--- src/rtl/compositor_pkg.sv ---
`default_nettype none
// ============================================================================
//  Module      : compositor_pkg
//  Description : Shared state encoding and legal parameter ranges for the
//                layer compositor.
//  Revision    : 1.0  initial release
// ============================================================================
package compositor_pkg;

    typedef enum logic [2:0] {
        ST_IDLE   = 3'd0,
        ST_CLEAR  = 3'd1,
        ST_LAYER  = 3'd2,
        ST_DRAIN  = 3'd3,
        ST_FINISH = 3'd4
    } comp_state_t;

    localparam int c_MIN_LAYERS    = 1;
    localparam int c_MAX_LAYERS    = 8;
    localparam int c_MIN_READ_LAT  = 1;
    localparam int c_MAX_READ_LAT  = 4;
    localparam int c_MAX_FRAME_DIM = 512;
    localparam int c_RENDER_XY_W   = 9;

endpackage
`default_nettype wire

--- src/rtl/pixel_scan_counter.sv ---
`default_nettype none
// ============================================================================
//  Module      : pixel_scan_counter
//  Description : Raster x/y counter; x runs fastest, wraps to (0,0) after the
//                last pixel of the frame.
//  Revision    : 1.0  initial release
// ============================================================================
module pixel_scan_counter #(
    parameter int FRAME_W = 256,
    parameter int FRAME_H = 256,
    parameter int X_W     = 8,
    parameter int Y_W     = 8
) (
    input  logic           CLK,
    input  logic           RESET_N,
    input  logic           i_en,
    input  logic           i_clr,
    output logic [X_W-1:0] o_x,
    output logic [Y_W-1:0] o_y,
    output logic           o_last
);

    localparam logic [X_W-1:0] c_X_MAX = X_W'(FRAME_W - 1);
    localparam logic [Y_W-1:0] c_Y_MAX = Y_W'(FRAME_H - 1);

    logic [X_W-1:0] r_x;
    logic [Y_W-1:0] r_y;
    logic           w_x_end;
    logic           w_y_end;

    assign w_x_end = (r_x == c_X_MAX);
    assign w_y_end = (r_y == c_Y_MAX);
    assign o_last  = w_x_end & w_y_end;
    assign o_x     = r_x;
    assign o_y     = r_y;

    // Advance one pixel per enabled cycle in raster order, wrapping at frame end.
    always_ff @(posedge CLK or negedge RESET_N) begin
        if (!RESET_N) begin
            r_x <= '0;
            r_y <= '0;
        end else if (i_clr) begin
            r_x <= '0;
            r_y <= '0;
        end else if (i_en) begin
            if (w_x_end) begin
                r_x <= '0;
                r_y <= w_y_end ? '0 : r_y + 1'b1;
            end else begin
                r_x <= r_x + 1'b1;
            end
        end
    end

endmodule
`default_nettype wire

--- src/rtl/layer_compositor.sv ---
`default_nettype none
// ============================================================================
//  Module      : layer_compositor
//  Description : Clears the framebuffer then paints each enabled source layer
//                in index order, skipping transparent pixels. A stalled write
//                freezes the whole block until the framebuffer accepts it.
//  Revision    : 1.0  initial release
// ============================================================================
module layer_compositor
    import compositor_pkg::*;
#(
    parameter int               NUM_LAYERS  = 3,
    parameter int               FRAME_W     = 256,
    parameter int               FRAME_H     = 256,
    parameter int               PIX_W       = 4,
    parameter int               OUT_W       = 16,
    parameter int               READ_LAT    = 1,
    parameter logic [PIX_W-1:0] TRANSPARENT = '0,
    parameter logic [OUT_W-1:0] CLEAR_COLOR = '0,
    localparam int              c_LSEL_W    = (NUM_LAYERS > 1) ? $clog2(NUM_LAYERS) : 1,
    localparam int              c_X_W       = (FRAME_W > 1) ? $clog2(FRAME_W) : 1,
    localparam int              c_Y_W       = (FRAME_H > 1) ? $clog2(FRAME_H) : 1
) (
    input  logic                     CLK,
    input  logic                     RESET_N,
    input  logic                     VS,
    input  logic [NUM_LAYERS-1:0]    LAYER_EN,
    input  logic                     WR_READY,
    output logic [c_LSEL_W-1:0]      LAYER_SEL,
    output logic [c_X_W-1:0]         SRC_X,
    output logic [c_Y_W-1:0]         SRC_Y,
    output logic                     SRC_RE,
    input  logic [PIX_W-1:0]         SRC_DATA,
    output logic                     RENDER_EN,
    output logic [OUT_W-1:0]         RENDER_DATA,
    output logic [c_RENDER_XY_W-1:0] RENDER_X,
    output logic [c_RENDER_XY_W-1:0] RENDER_Y,
    output logic                     BUSY,
    output logic                     DONE,
    output logic                     FRAME_DROP
);

    if (NUM_LAYERS < c_MIN_LAYERS || NUM_LAYERS > c_MAX_LAYERS ||
        READ_LAT < c_MIN_READ_LAT || READ_LAT > c_MAX_READ_LAT ||
        FRAME_W < 1 || FRAME_W > c_MAX_FRAME_DIM ||
        FRAME_H < 1 || FRAME_H > c_MAX_FRAME_DIM || OUT_W < PIX_W) begin : g_param_check
        $error("layer_compositor: parameter out of range");
    end

    comp_state_t           r_state;
    comp_state_t           w_state_nxt;
    logic                  r_vs_d1;
    logic                  r_vs_d2;
    logic [1:0]            r_arm;
    logic                  w_vs_fall;
    logic [NUM_LAYERS-1:0] r_pending;
    logic [c_LSEL_W-1:0]   r_layer;
    logic [c_LSEL_W-1:0]   w_first_layer;
    logic [1:0]            r_drain;
    logic                  w_stall;
    logic                  w_issue;
    logic                  w_cnt_en;
    logic                  w_cnt_clr;
    logic                  w_latch;
    logic                  w_take;
    logic                  w_drain_step;
    logic [c_X_W-1:0]      w_x;
    logic [c_Y_W-1:0]      w_y;
    logic                  w_last;
    logic [READ_LAT-1:0]   r_pipe_v;
    logic [c_X_W-1:0]      r_pipe_x [READ_LAT];
    logic [c_Y_W-1:0]      r_pipe_y [READ_LAT];

    pixel_scan_counter #(
        .FRAME_W (FRAME_W),
        .FRAME_H (FRAME_H),
        .X_W     (c_X_W),
        .Y_W     (c_Y_W)
    ) u_scan (
        .CLK     (CLK),
        .RESET_N (RESET_N),
        .i_en    (w_cnt_en),
        .i_clr   (w_cnt_clr),
        .o_x     (w_x),
        .o_y     (w_y),
        .o_last  (w_last)
    );

    // VS sampler; the arm bits mask any edge seen right after reset release.
    always_ff @(posedge CLK or negedge RESET_N) begin
        if (!RESET_N) begin
            r_vs_d1 <= 1'b1;
            r_vs_d2 <= 1'b1;
            r_arm   <= 2'b00;
        end else begin
            r_vs_d1 <= VS;
            r_vs_d2 <= r_vs_d1;
            r_arm   <= {r_arm[0], 1'b1};
        end
    end

    assign w_vs_fall  = r_vs_d2 & ~r_vs_d1 & r_arm[1];
    assign FRAME_DROP = w_vs_fall & (r_state != ST_IDLE);
    assign BUSY       = (r_state != ST_IDLE);
    assign LAYER_SEL  = r_layer;

    // Lowest-numbered layer still waiting to be drawn this frame.
    always_comb begin
        w_first_layer = '0;
        for (int i = NUM_LAYERS - 1; i >= 0; i--) begin
            if (r_pending[i]) begin
                w_first_layer = c_LSEL_W'(i);
            end
        end
    end

    // State register.
    always_ff @(posedge CLK or negedge RESET_N) begin
        if (!RESET_N) begin
            r_state <= ST_IDLE;
        end else begin
            r_state <= w_state_nxt;
        end
    end

    // Next-state, write request and stall decode.
    always_comb begin
        w_state_nxt  = r_state;
        w_cnt_en     = 1'b0;
        w_cnt_clr    = 1'b0;
        w_issue      = 1'b0;
        w_latch      = 1'b0;
        w_take       = 1'b0;
        w_drain_step = 1'b0;
        w_stall      = 1'b0;
        SRC_RE       = 1'b0;
        SRC_X        = '0;
        SRC_Y        = '0;
        RENDER_EN    = 1'b0;
        RENDER_DATA  = '0;
        RENDER_X     = '0;
        RENDER_Y     = '0;
        DONE         = 1'b0;
        case (r_state)
            ST_IDLE: begin
                if (w_vs_fall) begin
                    w_state_nxt = ST_CLEAR;
                    w_cnt_clr   = 1'b1;
                    w_latch     = 1'b1;
                end
            end
            ST_CLEAR: begin
                RENDER_EN   = 1'b1;
                RENDER_DATA = CLEAR_COLOR;
                RENDER_X    = c_RENDER_XY_W'(w_x);
                RENDER_Y    = c_RENDER_XY_W'(w_y);
                w_stall     = ~WR_READY;
                w_cnt_en    = ~w_stall;
                if (w_last && !w_stall) begin
                    if (|r_pending) begin
                        w_state_nxt = ST_LAYER;
                        w_take      = 1'b1;
                    end else begin
                        w_state_nxt = ST_FINISH;
                    end
                end
            end
            ST_LAYER, ST_DRAIN: begin
                RENDER_EN   = r_pipe_v[READ_LAT-1] && (SRC_DATA != TRANSPARENT);
                RENDER_DATA = r_pipe_v[READ_LAT-1] ? OUT_W'(SRC_DATA) : '0;
                RENDER_X    = c_RENDER_XY_W'(r_pipe_x[READ_LAT-1]);
                RENDER_Y    = c_RENDER_XY_W'(r_pipe_y[READ_LAT-1]);
                w_stall     = RENDER_EN & ~WR_READY;
                if (r_state == ST_LAYER) begin
                    SRC_RE   = ~w_stall;
                    SRC_X    = w_x;
                    SRC_Y    = w_y;
                    w_issue  = ~w_stall;
                    w_cnt_en = ~w_stall;
                    if (w_last && !w_stall) begin
                        w_state_nxt = ST_DRAIN;
                    end
                end else begin
                    w_drain_step = ~w_stall;
                    if (!w_stall && r_drain == 2'(READ_LAT - 1)) begin
                        if (|r_pending) begin
                            w_state_nxt = ST_LAYER;
                            w_take      = 1'b1;
                        end else begin
                            w_state_nxt = ST_FINISH;
                        end
                    end
                end
            end
            ST_FINISH: begin
                DONE        = 1'b1;
                w_state_nxt = ST_IDLE;
            end
            default: begin
                w_state_nxt = ST_IDLE;
            end
        endcase
    end

    // Layer bookkeeping: latch enables at start, pop one layer per entry to LAYER.
    always_ff @(posedge CLK or negedge RESET_N) begin
        if (!RESET_N) begin
            r_pending <= '0;
            r_layer   <= '0;
            r_drain   <= '0;
        end else begin
            if (w_latch) begin
                r_pending <= LAYER_EN;
                r_drain   <= '0;
            end
            if (w_drain_step) begin
                r_drain <= r_drain + 1'b1;
            end
            if (w_take) begin
                r_layer                  <= w_first_layer;
                r_pending[w_first_layer] <= 1'b0;
                r_drain                  <= '0;
            end
        end
    end

    // Read-latency pipeline carrying {valid, x, y}; holds while stalled.
    always_ff @(posedge CLK or negedge RESET_N) begin
        if (!RESET_N) begin
            r_pipe_v <= '0;
            for (int i = 0; i < READ_LAT; i++) begin
                r_pipe_x[i] <= '0;
                r_pipe_y[i] <= '0;
            end
        end else if (!w_stall) begin
            r_pipe_v[0] <= w_issue;
            r_pipe_x[0] <= w_x;
            r_pipe_y[0] <= w_y;
            for (int i = 1; i < READ_LAT; i++) begin
                r_pipe_v[i] <= r_pipe_v[i-1];
                r_pipe_x[i] <= r_pipe_x[i-1];
                r_pipe_y[i] <= r_pipe_y[i-1];
            end
        end
    end

endmodule
`default_nettype wire

--- config.mk ---
export PLATFORM = sky130hd
export DESIGN_NAME = layer_compositor
export DESIGN_NICKNAME = d
export VERILOG_FILES = /design/src/rtl/compositor_pkg.sv /design/src/rtl/pixel_scan_counter.sv /design/src/rtl/layer_compositor.sv
export SDC_FILE = /design/constraint.sdc
export NUM_CORES = 1
export LEC_CHECK = 0
export CAP_MARGIN = 15
export CELL_PAD_IN_SITES_DETAIL_PLACEMENT = 1
export CELL_PAD_IN_SITES_GLOBAL_PLACEMENT = 1
export CORE_AREA = 5 5 81 98
export CTS_CLUSTER_DIAMETER = 80
export CTS_CLUSTER_SIZE = 10
export DETAILED_ROUTE_END_ITERATION = 10
export DIE_AREA = 0 0 86 103
export GPL_TIMING_DRIVEN = 0
export PLACE_DENSITY = 0.89
export SLEW_MARGIN = 20
export SYNTH_ARGS = -nofsm -noshare
export SYNTH_HDL_FRONTEND = slang
export SYNTH_SLANG_ARGS = --single-unit
--- constraint.sdc ---
create_clock -name CLK -period 4 [get_ports CLK]
set_input_delay 0.6 -clock CLK [delete_from_list [all_inputs] [get_ports CLK]]
set_output_delay 0.6 -clock CLK [all_outputs]
set_load 0.02 [all_outputs]
==> metrics.md, run 1 <==
| Metric | Value |
|---|---|
| Critical path origin | `r_state[2]$_DFFE_PN0P_` |
| GR Overflow Total | `0` |
| Clock network fraction of total power | `23.5%` |
| Cell internal pwr | `0.880 mW` |
| Critical path class | `reg -> out` |
| Sw Pwr | `0.441 mW` |
| Share of power burned in combinational logic | `28.7%` |
| Fin. Hold Viols | `0` |
| Vias/cell | `5.24` |
| Top_reg_cell synth | `dfrtp_1` |
| Clock Path Buffers | `2` |
| Resized cells post-CTS | `0` |
| Max-cap violations | `0` |
| Routed Antenna Nets | `0` |
| Initial antenna violation count | `0` |
| Port Buf Inserts | `52` |
| Synthesis-to-finish area growth | `29.3%` |
| Netlist cell types | `52` |
| DR DRC count | `0` |
| # rows | `34` |
| Ranking of synthesized cells by area | `dfrtp_1, mux2_2, a22o_1` |
| IO Pins | `68` |
| Crit. End Element | `primary output` |
| Final WL | `7.18 mm` |
| CP Launch Type | `register` |
| Clock Pin Slew Worst Setup and Hold Paths | `0.09 ns` |
| Layout Skew | `0.0118 ns` |
| Async set-reset flop share out of synthesis | `100%` |
| Synth Register Bits | `47` |
| CTS tree | `done` |
| RePlAce Congestion | `0.801` |
| Vias in the first global route | `2,342` |
| Largest net degree at the start of global routing | `32` |
| Die Y | `103 um` |
| Hold Worst Slack | `0.206 ns` |
| RR Startpoint | `r_state[2]$_DFFE_PN0P_` |
| Critical path arrival | `2.73 ns` |
| Worst Reg2Reg Path Length in Cells | `6` |
| Router iterations before antenna repair | `5` |
| Sink Count | `47` |
| Sequential Power Share | `47.8%` |
| Sequential fraction of the synthesis area | `43.4%` |
| CTS Buf Count | `5` |
| Post-Syn Instances | `262` |
| Pwr/cell area | `376 mW/mm2` |
| Sw Ratio | `33.4%` |
| Mean Syn Cell Area | `10.4 um2` |
| Via count | `2,234` |
| Crit path time final | `3.33 ns` |
| Area share of the largest cell type after synthesis | `41.5%` |
| Die ar. | `0.00886 mm2` |
| Initial Utilization | `38.7%` |
| Hold Crit Class | `in -> async` |
| Final Setup Violations | `0` |
| Drt initial violations | `80` |
| Pleak | `1.58 nW` |
| Crit path required time | `3.40 ns` |
| Peak VDD IR | `413 uV` |
| Reg2Reg Capture Point | `u_scan.o_y[7]$_DFFE_PN0P_` |
| RSZ-0062 raised after global routing | `no` |
| Status | `complete, no violations` |
| Yosys top cell by area | `dfrtp_1` |
| Slew HR | `59.9%` |
| Max Transition Viols Final | `0` |
| Layout Nets | `349` |
| First-pass GRT wire length | `11.7 mm` |
| Wire per inst | `16.9 um` |
| Reg-to-reg slack, setup | `1.76 ns` |
| Total power | `1.32 mW` |
| Hold_buf cts | `0` |
| Ant diodes | `0` |
| Ratio of cells with drive above 1 in the final layout | `18.5%` |
| Clock Latency Late Sink | `0.31 ns` |
| CTS Root Cell | `clkbuf_8` |
| TNS Setup | `0 ns` |
| Post-Syn Area | `0.00272 mm2` |
| Yosys warning total | `0` |
| Slew @ Worst Pin | `0.602 ns` |
| Core area | `0.00702 mm2` |
| Tcrit/Tclk final | `83.1%` |
| # H-tree levels | `2` |
| DP HPWL | `5.39 mm` |
| Crit Path Max Fanout | `10` |
| Fmax | `301 MHz` |
| Die Wd | `86 um` |
| Post-CTS Setup Inserts | `0` |
| Global Route Usage Sum | `16.8%` |
| Post-synth EDFFs | `0` |
| CP endpoint | `RENDER_X[4]` |
-- worst min-delay path by stage --
stage / start / end / slack, ns / cells past startpoint
floorplan: RESET_N / LAYER_SEL[0]$_DFFE_PN0N_ / 0.30 / 0
global placement: r_arm[0]$_DFF_PN0_ / r_arm[1]$_DFF_PN0_ / 0.33 / 0
detailed placement: r_arm[0]$_DFF_PN0_ / r_arm[1]$_DFF_PN0_ / 0.35 / 0
CTS: RESET_N / r_pipe_x[7]$_DFFE_PN0N_ / 0.22 / 1
global route: RESET_N / u_scan.o_x[6]$_DFFE_PN0P_ / 0.23 / 1
finish: RESET_N / r_pipe_x[7]$_DFFE_PN0N_ / 0.21 / 1
-- flip-flops by register name, summed over array words and instances (netlist names) --
signal,flops
LAYER_SEL,2
r_arm,2
r_drain,2
r_pending,3
r_pipe_v,1
r_pipe_x,8
r_pipe_y,8
r_state,3
r_vs_d1,1
r_vs_d2,1
u_scan.o_x,8
u_scan.o_y,8
-- final cells by class --
type | instances | area [um2]
Sequential cell | 47 | 1180
Multi-Input combinational cell | 192 | 1380
Tap cell | 90 | 113
Inverter | 7 | 26.3
Buffer | 29 | 176
Fill cell | 806 | 3510
Clock inverter | 2 | 16.3
Clock buffer | 6 | 82.6
Timing Repair Buffer | 53 | 536
-- cells in the mapped netlist, types with 6 or more instances --
library cell,number
xnor2_1,6
buf_4,16
clkbuf_1,7
inv_1,7
and2_1,18
buf_2,6
and3_1,7
nor2_1,20
nand2_1,11
a22o_1,16
mux2_2,17
dfrtp_1,45
a21oi_1,10
-- logic make-up after synthesis --
family / count (synthesis) / synth area share [%]
compound gates: 55 / 16.6
xor+xnor: 10 / 3.23
fa+ha+maj: 3 / 1.38
buf+inv: 36 / 7.47
flops: 47 / 43.4
mux: 22 / 8.89
other cells: 2 / 0.277
simple gates: 87 / 18.7
-- cells in the final DEF, fill, tap and decap left out, drive strengths merged, types with 2 or more instances in the layout --
master and instances:
a211oi 4, a21oi 11, a22o 17, a31oi 2, and2 18, and3 7
and4 2, buf 24, clkbuf 13, clkdlybuf4s50 51, conb 15, dfrtp 45
dfstp 2, ha 3, inv 7, mux2 17, mux2i 5, nand2 12
nand3 5, nand4 3, nor2 20, nor2b 4, nor3 5, nor3b 3
o211ai 5, o21ai 5, o31ai 2, o41ai 2, or3 3, xnor2 6
xor2 4
-- critical path, cell delays in order, from the launching register on --
cell and delay, ns:
dfrtp_1 0.37, buf_2 0.20, nor3b_4 0.46, clkbuf_1 0.53, a22o_1 0.25, clkdlybuf4s50_1 0.60
-- layer usage --
layer	global-route usage (%)	up-vias	wire [um]
met3	3.52	17	374
met4	6.21	0	161
met1	19.1	1099	2780
met5	0	-	0
met2	30.7	68	3870
li1	-	1050	-
-- through the flow --
step           area [um2]  worst slack, ns  util (%)  std cells
6_report             3510            0.674      50.0        426
5_1_grt              3510            0.499      50.0        426
4_1_cts              3510            0.662      50.0        426
3_5_place_dp         3410            0.731      48.6        418
3_3_place_gp         3400            0.733      48.4        417
2_1_floorplan        2760             1.91         -        275
-- power groups by stage --
stage	clock (mW)	combinational [mW]	sequential, mW
3_5_place_dp	0	0.378	0.641
6_report	0.311	0.379	0.631
5_1_grt	0.336	0.415	0.644
3_3_place_gp	0	0.361	0.634
4_1_cts	0.317	0.385	0.631
2_1_floorplan	0	0.251	0.613
Power figures use the tool's default switching activity.
==> inputs of run 2 (changes only) <==
Settings changed: CORE_AREA 5 5 81 98 to 5 5 84 101, DIE_AREA 0 0 86 103 to 0 0 89 106, PLACE_DENSITY 0.89 to 0.84.
Clock period 4 ns to 3.1 ns, I/O delays scaled along.
==> run 2 against run 1 <==
Critical path depth did not move. Die area rose by 6.5%. Non-clock buffer count rose by 3. Clock-buffer cell count increased by 2. Register-to-register slack got worse by 0.86 ns. Clock skew fell by 0.0015 ns. Combinational power is 31% higher. Cell area is 0.96% higher. Highest routed layer unchanged.
==> metrics.md, run 2 (synthesis results as in run 1) <==
| Metric | Value |
|---|---|
| Max-cap violations | `0 (unchanged)` |
| Critical path class | `reg -> out` |
| Vias in the first global route | `2,499 (+6.7%)` |
| Core area | `0.00749 mm2 (+6.7%)` |
| Layout Skew | `0.0103 ns (-0.00150 ns)` |
| Drt initial violations | `81 (+1.3%)` |
| Layout Nets | `352 (+0.86%)` |
| Crit path time final | `2.99 ns` |
| Synthesis-to-finish area growth | `30.6%` |
| DP HPWL | `5.56 mm (+3.3%)` |
| Clock Pin Slew Worst Setup and Hold Paths | `0.08 ns (about the same)` |
| Final instance area | `0.00354 mm2 (+0.96%)` |
| Routed Antenna Nets | `0 (unchanged)` |
| DR DRC count | `0 (unchanged)` |
| RePlAce Congestion | `0.824 (+2.8%)` |
| # fillers | `853 (+5.8%)` |
| TNS Setup | `0 ns (unchanged)` |
| RSZ-0062 raised after global routing | `no` |
| Hold Crit Class | `in -> async` |
| CTS tree | `done` |
| Cell internal pwr | `1.16 mW (+31%)` |
| Top Usage Layer GRT | `met2` |
| Pwr/cell area | `487 mW/mm2 (+30%)` |
| Share of power burned in combinational logic | `28.6% (about the same)` |
| Router iterations before antenna repair | `4 (-1)` |
| Clock network fraction of total power | `24.1% (+0.6 points)` |
| Global Route met2 Usage | `31.8% (+1.1 points)` |
| Slowest-stage cell, CP | `clkdlybuf4s50_1` |
| Slew HR | `55.7% (-4.1 points)` |
| Die Y | `106 um (+2.9%)` |
| Sw Ratio | `33.0% (-0.37 points)` |
| Critical path arrival | `2.52 ns (-0.21 ns)` |
| Commonest non-fill, non-tap cells in the layout | `clkdlybuf4s50_1, dfrtp_1, nor2_1` |
| Initial antenna violation count | `0 (unchanged)` |
| CP Launch Type | `register` |
| # rows | `35 (+2.9%)` |
| Tcrit/Tclk final | `96.3%` |
| Clock Path Buffers | `2 (unchanged)` |
| Port Buf Inserts | `52 (unchanged)` |
| Clock Latency Late Sink | `0.31 ns (about the same)` |
| Sw Pwr | `0.571 mW (+29%)` |
| Final WL | `7.56 mm (+5.3%)` |
| Die ar. | `0.00943 mm2 (+6.5%)` |
| Sink Count | `47 (unchanged)` |
| Initial Utilization | `36.3% (-2.4 points)` |
| Total power | `1.73 mW (+31%)` |
| Critical-path cell list | `buf_2, nor2b_1, clkbuf_1, a22o_1, clkdlybuf4s50_1` |
| Global Route Usage Sum | `17.2% (+0.38 points)` |
| Most common cell after layout, fill and taps aside | `clkdlybuf4s50_1` |
| Fin cells | `431 (+1.2%)` |
| Largest net degree at the start of global routing | `32 (unchanged)` |
| Ant diodes | `0 (unchanged)` |
| Status | `complete, no violations` |
| Global routing met1 resource utilization | `19.2% (+0.040 points)` |
| Met3 GRT Util | `3.26% (-0.26 points)` |
| Slew @ Worst Pin | `0.664 ns (+0.0618 ns)` |
| Crit path required time | `2.63 ns (-0.77 ns)` |
| GR Overflow Total | `0 (unchanged)` |
| Via count | `2,249 (+0.67%)` |
| Register area | `0.00118 mm2 (unchanged)` |
| Placed inst area | `0.00341 mm2 (about the same)` |
| Pleak | `1.60 nW (+1.2%)` |
| CTS Root Cell | `clkbuf_8` |
| Vias/cell | `5.22 (-0.50%)` |
| Placed cells | `420 (+0.48%)` |
| Ratio of cells with drive above 1 in the final layout | `19.2% (+0.72 points)` |
| Sequential Power Share | `47.2% (-0.6 points)` |
| First-pass GRT wire length | `12.6 mm (+7.4%)` |
| Largest stage delay, worst path | `0.61 ns (about the same)` |
| Fmax | `335 MHz` |
| Crit. End Element | `primary output` |
| Max Transition Viols Final | `0 (unchanged)` |
| # H-tree levels | `2 (unchanged)` |
| Die Wd | `89 um (+3.5%)` |
| Wire per inst | `17.5 um (+4.1%)` |
| Peak VDD IR | `333 uV (-19%)` |
| Final Setup Violations | `0 (unchanged)` |
| Hold_buf cts | `0 (unchanged)` |
| CTS Buf Count | `5 (unchanged)` |
| Footprint of the multi-input gates | `0.00139 mm2 (+0.45%)` |
| Crit Path Max Fanout | `10 (unchanged)` |
| Fin. Hold Viols | `0 (unchanged)` |
| IO Pins | `68 (unchanged)` |
-- run 2: changes by cell type in the layout (fill, tap and decap cells not counted), sizes merged --
cell / delta
buf: +3
clkinv: -1
clkinvlp: -1
clkbuf: +2
-- run 2: per-layer routing --
| layer | wire (um) | vias up |
|---|---|---|
| met3 | 261 | 17 |
| met1 | 2940 | 1127 |
| li1 | - | 1058 |
| met4 | 203 | 0 |
| met5 | 0 | - |
| met2 | 4160 | 47 |
-- run 2: stage by stage --
stage          setup WS, ns  hold WS [ns]  utilization, %
2_1_floorplan          1.15         0.169               -
3_3_place_gp          0.113         0.332            45.4
3_5_place_dp         0.0991         0.350            45.6
4_1_cts              0.0693        0.0885            47.0
5_1_grt             0.00643         0.105            47.3
6_report              0.113        0.0826            47.3
-- run 2: worst max-delay path: cells and delay by family, from the launching register on --
family	cells	cell delay, ns
buffers and inverters	3	1.35
DFF	1	0.38
AOI/OAI and AO/OA	1	0.26
and+or+nand+nor	1	0.22
-- run 2: repair_timing --
item,4_1_cts,5_1_grt
hold endpoints to repair,0,0
gates resized for setup,2,0
buffers inserted,0,3
endpoints found under the setup margin,10,9
-- run 2: final timing paths --
kind / from / to / slack [ns] / cells after the start
max: r_state[2]$_DFFE_PN0P_ / RENDER_X[3] / 0.11 / 5
max in group asynchronous: RESET_N / u_scan.o_y[2]$_DFFE_PN0P_ / 2.52 / 2
max reg2reg: r_state[0]$_DFFE_PN0P_ / r_pipe_y[3]$_DFFE_PN0N_ / 0.90 / 5
min: RESET_N / r_pending[1]$_DFF_PN0_ / 0.08 / 1
min in group CLK: r_arm[0]$_DFF_PN0_ / r_arm[1]$_DFF_PN0_ / 0.36 / 0
min reg2reg: r_arm[0]$_DFF_PN0_ / r_arm[1]$_DFF_PN0_ / 0.36 / 0
-- run 2: power groups by stage --
| stage | clock [mW] | combinational, mW | sequential (mW) |
|---|---|---|---|
| after floorplan | 0 | 0.324 | 0.791 |
| after global placement | 0 | 0.468 | 0.819 |
| after detailed placement | 0 | 0.495 | 0.830 |
| after CTS | 0.422 | 0.500 | 0.817 |
| after global routing | 0.458 | 0.540 | 0.831 |
| final | 0.417 | 0.495 | 0.816 |
-- run 2: area by class of cell --
| type | count | area share, % |
|---|---|---|
| plain buffers | 29 | 5.01 |
| clock buffers | 8 | 2.82 |
| inverters | 7 | 0.741 |
| multi-input cells | 192 | 39.2 |
| flip-flops and latches | 47 | 33.3 |
| well taps | 92 | 3.25 |
| repair buffers | 56 | 15.7 |
